===== config.mk =====
export PLATFORM = sky130hd
export DESIGN_NAME = dose_schedule_engine
export DESIGN_NICKNAME = d
export VERILOG_FILES = /design/src/rtl/dose_schedule_engine.sv
export SDC_FILE = /design/constraint.sdc
export NUM_CORES = 1
export LEC_CHECK = 0
export CAP_MARGIN = 0
export CORE_UTILIZATION = 53
export DETAILED_ROUTE_END_ITERATION = 8
export GPL_TIMING_DRIVEN = 1
export PLACE_DENSITY = 0.77
export SYNTH_ARGS = -nofsm -noshare
export SYNTH_HDL_FRONTEND = slang
export SYNTH_SLANG_ARGS = --single-unit

===== constraint.sdc =====
create_clock -name clk -period 4.4 [get_ports clk]
set_clock_uncertainty 0.1 [all_clocks]
set_input_delay 0.88 -clock clk [delete_from_list [all_inputs] [get_ports clk]]
set_output_delay 0.88 -clock clk [all_outputs]
set_load 0.01 [all_outputs]

===== src/rtl/dose_schedule_engine.sv =====
// dose_schedule_engine: multi-channel hour-tick dose countdown with alarms, grace-period miss logging
// and a registered next-dose selector for the display path.
module dose_schedule_engine #(
    parameter int NUM_CHANNELS = 4,
    parameter int HOUR_WIDTH   = 5,
    parameter int GRACE_HOURS  = 2,
    parameter int MISS_WIDTH   = 4
) (
    input  logic                    clk,
    input  logic                    reset,
    input  logic                    hour_tick,
    input  logic                    cfg_we,
    input  logic [3:0]              cfg_channel,
    input  logic [HOUR_WIDTH-1:0]   cfg_interval,
    input  logic                    ack,
    input  logic [3:0]              ack_channel,
    output logic [NUM_CHANNELS-1:0] alarm,
    output logic                    next_valid,
    output logic [3:0]              next_id,
    output logic [HOUR_WIDTH-1:0]   next_hours,
    output logic [MISS_WIDTH-1:0]   missed_count
);
    localparam int N  = NUM_CHANNELS;
    localparam int W  = HOUR_WIDTH;
    localparam int SW = MISS_WIDTH + 5;
    localparam logic [W:0] GRACE = (W+1)'(GRACE_HOURS);

    logic [N-1:0]          en_q, en_d, alarm_q, alarm_d;
    logic [W-1:0]          interval_q [N];
    logic [W-1:0]          interval_d [N];
    logic [W-1:0]          count_q [N];
    logic [W-1:0]          count_d [N];
    logic [MISS_WIDTH-1:0] missed_q, missed_d;
    logic                  next_valid_q, next_valid_d, found;
    logic [3:0]            next_id_q, next_id_d;
    logic [W-1:0]          next_hours_q, next_hours_d;
    logic [4:0]            expire;
    logic [SW-1:0]         sum;

    always_comb begin
        en_d       = en_q;
        alarm_d    = alarm_q;
        interval_d = interval_q;
        count_d    = count_q;
        expire     = '0;
        for (int i = 0; i < N; i++) begin
            if (cfg_we && cfg_channel == 4'(i)) begin
                interval_d[i] = cfg_interval;
                en_d[i]       = |cfg_interval;
                count_d[i]    = cfg_interval;
                alarm_d[i]    = 1'b0;
            end else if (ack && ack_channel == 4'(i) && en_q[i] && alarm_q[i]) begin
                alarm_d[i] = 1'b0;
                count_d[i] = interval_q[i];
            end else if (hour_tick && en_q[i]) begin
                // while alarmed, count tracks hours overdue until the grace window closes
                if (!alarm_q[i]) begin
                    count_d[i] = (count_q[i] > W'(1)) ? count_q[i] - W'(1) : '0;
                    alarm_d[i] = (count_q[i] <= W'(1));
                end else if (({1'b0, count_q[i]} + (W+1)'(1)) < GRACE) begin
                    count_d[i] = count_q[i] + W'(1);
                end else begin
                    alarm_d[i] = 1'b0;
                    count_d[i] = interval_q[i];
                    expire     = expire + 5'd1;
                end
            end
        end
        sum      = SW'(missed_q) + SW'(expire);
        missed_d = (sum > SW'({MISS_WIDTH{1'b1}})) ? '1 : sum[MISS_WIDTH-1:0];
        next_valid_d = |en_q;
        next_id_d    = '0;
        next_hours_d = '0;
        found        = 1'b0;
        if (|alarm_q) begin
            for (int i = N - 1; i >= 0; i--)
                if (alarm_q[i]) next_id_d = 4'(i);
        end else begin
            for (int i = 0; i < N; i++)
                if (en_q[i] && (!found || count_q[i] < next_hours_d)) begin
                    found        = 1'b1;
                    next_id_d    = 4'(i);
                    next_hours_d = count_q[i];
                end
        end
    end

    always_ff @(posedge clk) begin
        if (reset) begin
            en_q         <= '0;
            alarm_q      <= '0;
            missed_q     <= '0;
            next_valid_q <= 1'b0;
            next_id_q    <= '0;
            next_hours_q <= '0;
            for (int i = 0; i < N; i++) begin
                interval_q[i] <= '0;
                count_q[i]    <= '0;
            end
        end else begin
            en_q         <= en_d;
            alarm_q      <= alarm_d;
            missed_q     <= missed_d;
            next_valid_q <= next_valid_d;
            next_id_q    <= next_id_d;
            next_hours_q <= next_hours_d;
            interval_q   <= interval_d;
            count_q      <= count_d;
        end
    end

    assign alarm        = alarm_q;
    assign next_valid   = next_valid_q;
    assign next_id      = next_id_q;
    assign next_hours   = next_hours_q;
    assign missed_count = missed_q;
endmodule

==> flow_summary.yaml, run 1 <==
outcome:
  outcome: "completed"
sta:
  slew_viol_final: 0
  fin_crit_ps: 4400
  layout_setup_ws_ps: 2.36
  slew_headroom_pct: 32.1
  fmax_ghz: 0.227
  hold_viol_final: 0
  period_share_pct: 99.9
  setup_violations: 0
  rsz0062_at_grt: "true"
  worst_slew_pin_slew_ps: 1020
yosys:
  synth-edff-count: 0
  yosys.area_share.adder_pct: 10.1
  ys_ff_latch: 60
  synth_compound_area_share_pct: 26.4
  synth_common_cells: "85 x nand2_1, 60 x dfxtp_1, 53 x a21oi_1"
  avgSynthCellArea_sq_um: 7.83
  muxShareOfSynthArea_pct: 2.68
  synth_cells: 518
  yosysTopAreaCellShare_pct: 29.6
  synth.largest_area_cell: "dfxtp_1"
  synth-xor-area-share_pct: 3.05
  yosysSeqAreaShare_pct: 29.6
  yosysMostFrequentCell: "nand2_1"
  synth_top_family_by_area: "compound AO/OA/AOI/OAI gates"
  ys_async_sr_fraction_pct: 0
  ys.flop_type: "dfxtp_1"
  synth_simple_gate_area_share_pct: 22.4
  ys_top_cells_by_area: "dfxtp_1 30%, ha_1 9.6%, nand2_1 7.9%"
  netlist_area_sq_um: 4060
  synthDistinctLibCells: 77
  ys.warnings.count: 0
power_and_ir_drop:
  comb_power_share_pct: 14.8
  power.leakage_uw: 0.00211
  power.internal_uw: 923
  power_frac_clock_pct: 40.5
  power_frac_seq_pct: 44.8
  p_per_area_nw_per_um2: 232
  p_switching_uw: 339
  peakVddDrop_mv: 0.162
  sw_frac_of_total_pct: 26.9
grt:
  grt_pass1_wl_um: 18700
  grtUsageMet3_pct: 5.63
  grt_pass1_vias: 3919
  grt_usage_pct: 31.3
  grt-ovfl-total: 0
  grt_max_degree: 56
  met1_usage_pct: 39.3
  antenna_found_initial: 0
  use_met2_pct: 52.0
  top_usage_layer: "met2"
setup_path:
  rrSetupSlack_ps: 2
  r2r_cells: 20
  slowest_delay_ps: 430
  startpoint_type: "flop"
  cp_cell_sequence: "nand2_2 > ha_4 > a21oi_4 > nand2_2 > o32ai_4 > buf_6 > o2bb2ai_2 > inv_1 > ha_1 > a21oi_2 > o21ai_1 > o41a_1 > buf_6 > mux2i_4 > ha_4 > o21ai_1 > o21bai_2 > o21ai_2 > a2111o_1 > o22ai_1"
  worstReg2RegStart: "en_q[0]"
  crit_type: "flop to flop"
  crit_arrival_ps: 4570
  end_kind: "flop"
  slowest_stage: "a2111o_1"
  worstPathRequired_ps: 4570
  worstReg2RegEnd: "next_hours[4]"
  worstPathMaxFanout: 5
hold_path:
  min-delay-start: "interval_q[13]"
  min_path_type: "flop to flop"
  min_delay_path_depth: 2
  min_to: "interval_q[13]"
run:
  max_cap_viol_count: 0
clock_network:
  cts_tree: "done"
  clock_latency_ps: 350
  htree_levels: 3
  cts_buffer_depth: 2
  cts.clk_slew.worst_paths_ps: 70
  cts_num_sinks: 60
  numCtsBuffers: 9
  root_buffer: "clkbuf_8"
final_layout:
  drive_gt1_share_pct: 24.5
  finish.utilization_pct: 74.2
  final_area_sq_um: 5440
  final_nets: 646
  num_antenna_cells: 0
  syn2layout_area_growth_pct: 34.1
route:
  drtPass1Iterations: 8
  drt_iter0_drc: 407
  wl_um: 12000
  drtAntennaViolNets: 0
  viasPerCell: 6.12
  num_vias: 4275
  avgRoutedWirePerCell_um: 17.2
  drc: 0
floorplan:
  core_sq_um: 7330
  die_area_sq_um: 8000
  fp.dieH_um: 89.5
  fp.dieW_um: 89.5
  num_rows: 31
  ios: 36
  start_util_pct: 55.3
placement:
  place_area_sq_um: 4760
  port_buffers: 33
  dpl.hpwl_um: 8500
  place_congestion: 0.916
  dp_slack_ps: -676
power by group through the flow:
stage | combinational, uW | sequential [uW] | clock, uW
after floorplan | 104 | 573 | 0
after global placement | 160 | 575 | 0
after detailed placement | 165 | 575 | 0
after CTS | 173 | 564 | 517
after global routing | 202 | 566 | 542
final | 186 | 565 | 510
flip-flops by register name, indices dropped and copies added (netlist names):
| register | count |
|---|---|
| next_valid | 1 |
| next_id | 2 |
| next_hours | 5 |
| missed_count | 4 |
| count_q | 20 |
| alarm | 4 |
| en_q | 4 |
| interval_q | 20 |
per-layer routing:
layer	routed length, um	share of wire (%)	vias to the layer above
met1	5080	42	2023
met4	413	3.4	0
met2	5820	48	171
met3	725	6.0	39
met5	0	0	-
li1	-	-	2042
cells by family after synthesis:
family,count (synthesis)
DFF,60
AOI/OAI and AO/OA,156
other,1
buffers and inverters,56
xor gates and xnor gates,12
muxes,10
adders and majority gates,32
and+or+nand+nor,191
through the flow:
| step | hold slack [ps] | setup TNS, ps | power (uW) | instances |
|---|---|---|---|---|
| finish | 360 | 0 | 1260 | 699 |
| detailed placement | 347 | -4250 | 739 | 669 |
| floorplan | 332 | 0 | 677 | 519 |
| global route | 378 | -381 | 1310 | 699 |
| global placement | 341 | -2440 | 734 | 669 |
| CTS | 356 | 0 | 1250 | 692 |
how the worst max path moves through the flow:
stage | cells past startpoint | end | start | slack [ps]
floorplan | 13 | missed_count[0] | cfg_channel[0] | 5
global placement | 14 | missed_count[0] | cfg_channel[0] | -470
detailed placement | 15 | missed_count[3] | cfg_channel[0] | -680
CTS | 20 | next_hours[1] | en_q[0] | 8
global route | 20 | next_hours[4] | en_q[0] | -100
finish | 20 | next_hours[4] | en_q[0] | 2
layout by cell type, fill, tap and decap left out, types with 4 or more instances in the layout:
cell type        instances
a21oi_2                  5
dlygate4sd2_1            4
clkdlybuf4s50_1         28
nand2_1                 80
inv_1                   22
buf_4                   61
clkbuf_8                11
o21a_1                   4
o22ai_1                  4
dfxtp_2                  5
nand4_1                  5
o211ai_1                 7
a31oi_1                  5
a21oi_1                 46
ha_4                    13
or3_1                    7
xnor2_1                  4
nor3b_1                  4
nor3_1                  17
dfxtp_1                 54
o2bb2ai_2                4
mux2i_4                  4
xor2_1                   7
a211oi_1                15
nor2_1                  40
ha_1                    17
nand2_2                  5
inv_2                    4
and2_1                   4
o21ai_0                 12
layout make-up:
type                            count  area, sq um
Multi-Input combinational cell    403         3000
Clock inverter                      4         48.8
Timing Repair Buffer               96          801
Clock buffer                       11          151
Fill cell                         554         1890
Inverter                           26         97.6
Tap cell                           99          124
Sequential cell                    60         1210
critical path: cells and delay by family, from the launching register on:
family	cells	cell delay, ps
adders and majority gates	3	740
buffers and inverters	3	380
and+or+nand+nor	2	180
DFF	1	380
muxes	1	200
AOI/OAI and AO/OA	11	2340
repair_timing:
action | 4_1_cts | 5_1_grt
setup endpoints to repair | 11 | 7
setup buffers | 8 | 7
resized for setup | 42 | 28
hold buffers | 0 | 0
pin swaps | 16 | 14
No activity file was read; power rests on OpenSTA's default activity.
==> inputs of run 2 (changes only) <==
--- a/config.mk
+++ b/config.mk
@@ -6,6 +6,7 @@
 export NUM_CORES = 1
 export LEC_CHECK = 0
 export CAP_MARGIN = 0
+export CORE_MARGIN = 1.5
 export CORE_UTILIZATION = 53
 export DETAILED_ROUTE_END_ITERATION = 8
 export GPL_TIMING_DRIVEN = 1
==> run 2 against run 1 <==
Global-route usage down 1.5 points. Clock power up 2%. Final cell count grew 0.72%. Die area grew 2.2%. Register-to-register slack gained 30 ps. Maximum frequency increased by 0.77%. Sequential share of layout area fell by 0.11 points. Worst setup slack gained 33 ps. Core utilization is 0.38 points higher. Critical path type unchanged. Critical endpoint unchanged. Count of clock-buffer cells in the layout is 1 higher.
==> flow_summary.yaml, run 2 (synthesis gave the netlist of run 1 again) <==
outcome:
  outcome: "completed"
route:
  met3_length_um: 841
  avgRoutedWirePerCell_um: 17.3
  num_vias: 4312
  wl_um: 12200
  routed-wl-met2_um: 5750
  wl_met1_um: 5130
  drtPass1Iterations: 5
  drtAntennaViolNets: 0
  viasPerCell: 6.13
  top_layer_used: "met4"
  drc: 0
  drt_iter0_drc: 456
sta:
  setup_violations: 0
  fmax_ghz: 0.229
  slew_viol_final: 0
  hold_viol_final: 0
  fin_crit_ps: 4360
  slew_headroom_pct: 51.0
  worst_slew_pin_slew_ps: 735
  period_share_pct: 99.2
  layout_setup_ws_ps: 35.8
  holdWs_ps: 357
clock_network:
  htree_levels: 3
  numCtsBuffers: 9
  hold_buffers: 0
  cts_tree: "done"
  clock_latency_ps: 350
  cts_buffer_depth: 2
  cts.clk_slew.worst_paths_ps: 70
  root_buffer: "clkbuf_8"
  cts_num_sinks: 60
floorplan:
  num_rows: 31
  start_util_pct: 55.3
  ios: 36
  fp.dieW_um: 90.5
  core_sq_um: 7330
  die_area_sq_um: 8180
  fp.dieH_um: 90.5
power_and_ir_drop:
  p_switching_uw: 345
  peakVddDrop_mv: 0.211
  power_frac_clock_pct: 40.9
  power_frac_seq_pct: 44.5
  comb_power_share_pct: 14.5
  power.leakage_uw: 0.00216
  power.internal_uw: 924
  p_per_area_nw_per_um2: 232
  sw_frac_of_total_pct: 27.2
placement:
  place_congestion: 0.903
  port_buffers: 33
  dpl.hpwl_um: 8410
  dp_slack_ps: -564
setup_path:
  worstPathMaxFanout: 5
  worstPathRequired_ps: 4570
  crit_arrival_ps: 4540
  end_kind: "flop"
  startpoint_type: "flop"
  crit_type: "flop to flop"
grt:
  grt-ovfl-total: 0
  grt_max_degree: 40
  antenna_found_initial: 0
  grt_pass1_wl_um: 19600
  grt_pass1_vias: 4127
  grt_usage_pct: 29.8
final_layout:
  multiInputGateArea_sq_um: 2990
  num_antenna_cells: 0
  syn2layout_area_growth_pct: 34.8
  final_nets: 650
  mostFrequentLayoutCell: "nand2_1"
  drive_gt1_share_pct: 24.3
  regArea_sq_um: 1210
  fillCellCount: 531
  final_cell_mix: "80 x nand2_1, 65 x buf_4, 54 x dfxtp_1"
hold_path:
  min_path_type: "flop to flop"
run:
  max_cap_viol_count: 0
==> run 2: worst paths after layout <==
check | from | endpoint | slack (ps) | cells after the start
max | en_q[0] | next_hours[4] | 40 | 20
max reg2reg | en_q[0] | next_hours[4] | 40 | 20
min | interval_q[15] | interval_q[15] | 360 | 2
min reg2reg | interval_q[15] | interval_q[15] | 360 | 2
==> run 2: metal layers <==
metal  up-vias  GRT usage, %
met5         -             0
met1      2020          37.4
li1       2049             -
met4         0          13.8
met3        37          5.30
met2       206          49.4
==> run 2: stage by stage <==
stage	util (%)	setup TNS [ps]	instance area, sq um	power, uW	std cells
final	74.6	0	5470	1270	704
after global routing	74.6	-449	5470	1320	704
after CTS	70.1	0	5140	1260	693
after detailed placement	65.1	-3810	4780	740	671
after global placement	65.1	-2390	4780	735	671
after floorplan	-	0	4100	677	519
==> run 2: layout make-up <==
class                           count  share of cell area [%]
Multi-Input combinational cell    403                    54.8
Clock buffer                       12                    2.84
Inverter                           26                    1.79
Clock inverter                      4                   0.870
Timing Repair Buffer              100                    15.3
Sequential cell                    60                    22.2
Tap cell                           99                    2.27
==> run 2: critical path, stage by stage (launching register included) <==
cell and delay (ps):
dfxtp_4 380, nand2_2 90, ha_4 240, nand4_1 190
a31oi_4 70, o32ai_4 400, o2bb2ai_2 180, inv_1 90
ha_4 280, a21oi_2 60, o211a_1 230, o21ai_2 140
o41a_1 180, buf_6 170, mux2i_4 290, ha_4 160
o21ai_1 80, o21bai_2 240, o21ai_2 100, a2111o_1 420
o22ai_1 200
==> run 2: timing repair <==
| action | 4_1_cts | 5_1_grt |
|---|---|---|
| endpoints found under the hold margin | 0 | 0 |
| pin swaps | 15 | 18 |
| endpoints found under the setup margin | 11 | 11 |
| resized for setup | 33 | 36 |
| buffers inserted | 6 | 11 |
==> run 2: power groups by stage <==
| stage | clock network (uW) | registers (uW) | logic [uW] |
|---|---|---|---|
| after floorplan | 0 | 573 | 104 |
| after global placement | 0 | 575 | 160 |
| after detailed placement | 0 | 575 | 164 |
| after CTS | 523 | 563 | 170 |
| after global routing | 554 | 566 | 199 |
| final | 520 | 565 | 184 |
==> inputs of run 3 (changes only) <==
--- a/config.mk
+++ b/config.mk
@@ -7,10 +7,11 @@
 export LEC_CHECK = 0
 export CAP_MARGIN = 0
 export CORE_MARGIN = 1.5
-export CORE_UTILIZATION = 53
+export CORE_UTILIZATION = 55
 export DETAILED_ROUTE_END_ITERATION = 8
 export GPL_TIMING_DRIVEN = 1
 export PLACE_DENSITY = 0.77
+export SKIP_LAST_GASP = 1
 export SYNTH_ARGS = -nofsm -noshare
 export SYNTH_HDL_FRONTEND = slang
 export SYNTH_SLANG_ARGS = --single-unit
==> constraint.sdc (replaced) <==
create_clock -name clk -period 4.56 [get_ports clk]
set_clock_uncertainty 0.1 [all_clocks]
set_input_delay 1.14 -clock clk [delete_from_list [all_inputs] [get_ports clk]]
set_output_delay 1.14 -clock clk [all_outputs]
set_load 0.01 [all_outputs]
==> run 3 against run 2 <==
Register-to-register slack got worse by 80 ps. Combinational power barely moved. Final cell count rose by 0.14%. Die area fell by 3.5%. Non-clock buffer count rose by 1. Count of clock-buffer cells in the layout did not move. Highest routed layer unchanged. Total power rose by 1.7%. Critical path depth rose by 1. Via count rose by 1.9%. Clock power rose by 8.3%. Sequential share of layout area fell by 0.47 points. Maximum frequency fell by 5.2%. The run now ends with setup timing left.
==> flow_summary.yaml, run 3 (synthesis gave the netlist of run 1 again) <==
outcome:
  outcome: "complete, but fails checks"
  violations: "setup timing"
floorplan:
  fp.dieH_um: 88.9
  core_sq_um: 7180
  die_area_sq_um: 7900
  fp.dieW_um: 88.9
  num_rows: 31
  start_util_pct: 56.5
  ios: 36
clock_network:
  cts_tree: "done"
  cts.clk_slew.worst_paths_ps: 60
  clock_latency_ps: 340
  htree_levels: 3
  numCtsBuffers: 9
  hold_buffers: 0
  cts_buffer_depth: 2
  cts_num_sinks: 60
  root_buffer: "clkbuf_8"
route:
  viasPerCell: 6.23
  met3_length_um: 964
  drtAntennaViolNets: 0
  routed-wl-met2_um: 6380
  drt_iter0_drc: 337
  wl_met1_um: 5100
  drtPass1Iterations: 5
  wl_um: 13000
  num_vias: 4394
  avgRoutedWirePerCell_um: 18.4
  top_layer_used: "met4"
  drc: 0
grt:
  grt_pass1_vias: 3938
  grt_pass1_wl_um: 18900
  grt_max_degree: 56
  grt-ovfl-total: 0
  antenna_found_initial: 0
  grt_usage_pct: 31.1
power_and_ir_drop:
  p_per_area_nw_per_um2: 232
  power.leakage_uw: 0.00222
  peakVddDrop_mv: 0.172
sta:
  period_share_pct: 101
  hold_viol_final: 0
  layout_setup_ws_ps: -45.3
  slew_viol_final: 0
  holdWs_ps: 351
  worst_slew_pin_slew_ps: 1040
  rsz0062_at_grt: "true"
  setup_violations: 4
  fmax_ghz: 0.217
  fin_crit_ps: 4610
  slew_headroom_pct: 30.6
run:
  max_cap_viol_count: 0
final_layout:
  final_cells: 705
  syn2layout_area_growth_pct: 37.1
  num_antenna_cells: 0
  final_nets: 651
  mostFrequentLayoutCell: "nand2_1"
  fillCellCount: 476
  drive_gt1_share_pct: 24.6
  final_cell_mix: "80 x nand2_1, 66 x buf_4, 58 x dfxtp_1"
setup_path:
  worstPathMaxFanout: 5
  crit_family: "compound AO/OA/AOI/OAI gates"
  crit_cells: 21
  end_kind: "flop"
  worstPathRequired_ps: 4670
  crit_arrival_ps: 4720
  worstReg2RegStart: "en_q[0]"
  startpoint_type: "flop"
  critPathBufInv: 3
  crit_top_cell: "ha_4"
  crit_type: "flop to flop"
  worstReg2RegEnd: "next_hours[3]"
  r2r_cells: 21
  rrSetupSlack_ps: -50
  cp-startpoint: "en_q[0]"
  slowest_stage: "dfxtp_4"
  slowest_delay_ps: 400
  cp-endpoint: "next_hours[3]"
  cp_cell_sequence: "nand2_2 > ha_4 > nand4_1 > a31oi_4 > o32ai_4 > buf_6 > o2bb2ai_4 > inv_2 > ha_4 > nand2_1 > o211a_1 > o21ai_2 > o41a_1 > buf_6 > mux2i_4 > ha_4 > a211oi_4 > o21bai_2 > nor3_2 > a2111o_1 > o22ai_1"
placement:
  dpl.hpwl_um: 8460
  port_buffers: 33
  place_congestion: 0.887
  dpl.cell_count: 678
hold_path:
  min-delay-start: "interval_q[5]"
  min_path_type: "flop to flop"
==> run 3: metrics by stage <==
stage               power, uW  utilization (%)  area [sq um]  setup TNS (ps)  setup WS [ps]
global placement          710             67.5          4840           -2300           -437
global route             1340             77.5          5560           -1200           -198
floorplan                 652                -          4110               0           28.3
CTS                      1270             72.6          5210               0           1.37
detailed placement        715             67.5          4840           -3850           -519
finish                   1290             77.5          5560            -144          -45.3
==> run 3: what timing repair did <==
action | CTS | global route
cloned | 0 | 0
buffers inserted | 4 | 7
pin swaps | 14 | 24
resized for setup | 25 | 52
setup endpoints to repair | 11 | 11
==> run 3: worst min-delay path: stages, from the launching register on <==
cell     delay (ps)
dfxtp_1         310
nand2_1          50
a21oi_1          50
==> run 3: worst min-delay path by stage <==
| stage | to | slack (ps) | depth (start not counted) |
|---|---|---|---|
| floorplan | interval_q[5] | 330 | 2 |
| global placement | interval_q[5] | 340 | 2 |
| detailed placement | interval_q[5] | 340 | 2 |
| CTS | interval_q[5] | 350 | 2 |
| global route | interval_q[12] | 370 | 2 |
| finish | interval_q[5] | 350 | 2 |
==> run 3: area by class of cell <==
cell class                      count  area [sq um]  area share (%)
Inverter                           26          97.6            1.76
Clock buffer                       12           165            2.97
Multi-Input combinational cell    403          3040            54.7
Clock inverter                      4          70.1            1.26
Timing Repair Buffer              101           853            15.3
Tap cell                           99           124            2.23
Sequential cell                    60          1210            21.7
==> run 3: layer usage <==
metal / GRT usage [%] / vias to the layer above
met5: 0 / -
met3: 6.81 / 62
met4: 13.5 / 0
met1: 38.7 / 2064
met2: 51.8 / 216
li1: - / 2052
==> run 3: where the power goes <==
| group | switching, uW | leakage (uW) | internal, uW |
|---|---|---|---|
| Sequential | 12.3 | 0.000486 | 532 |
| Clock | 213 | 0.000122 | 351 |
| Combinational | 103 | 0.00161 | 80.0 |
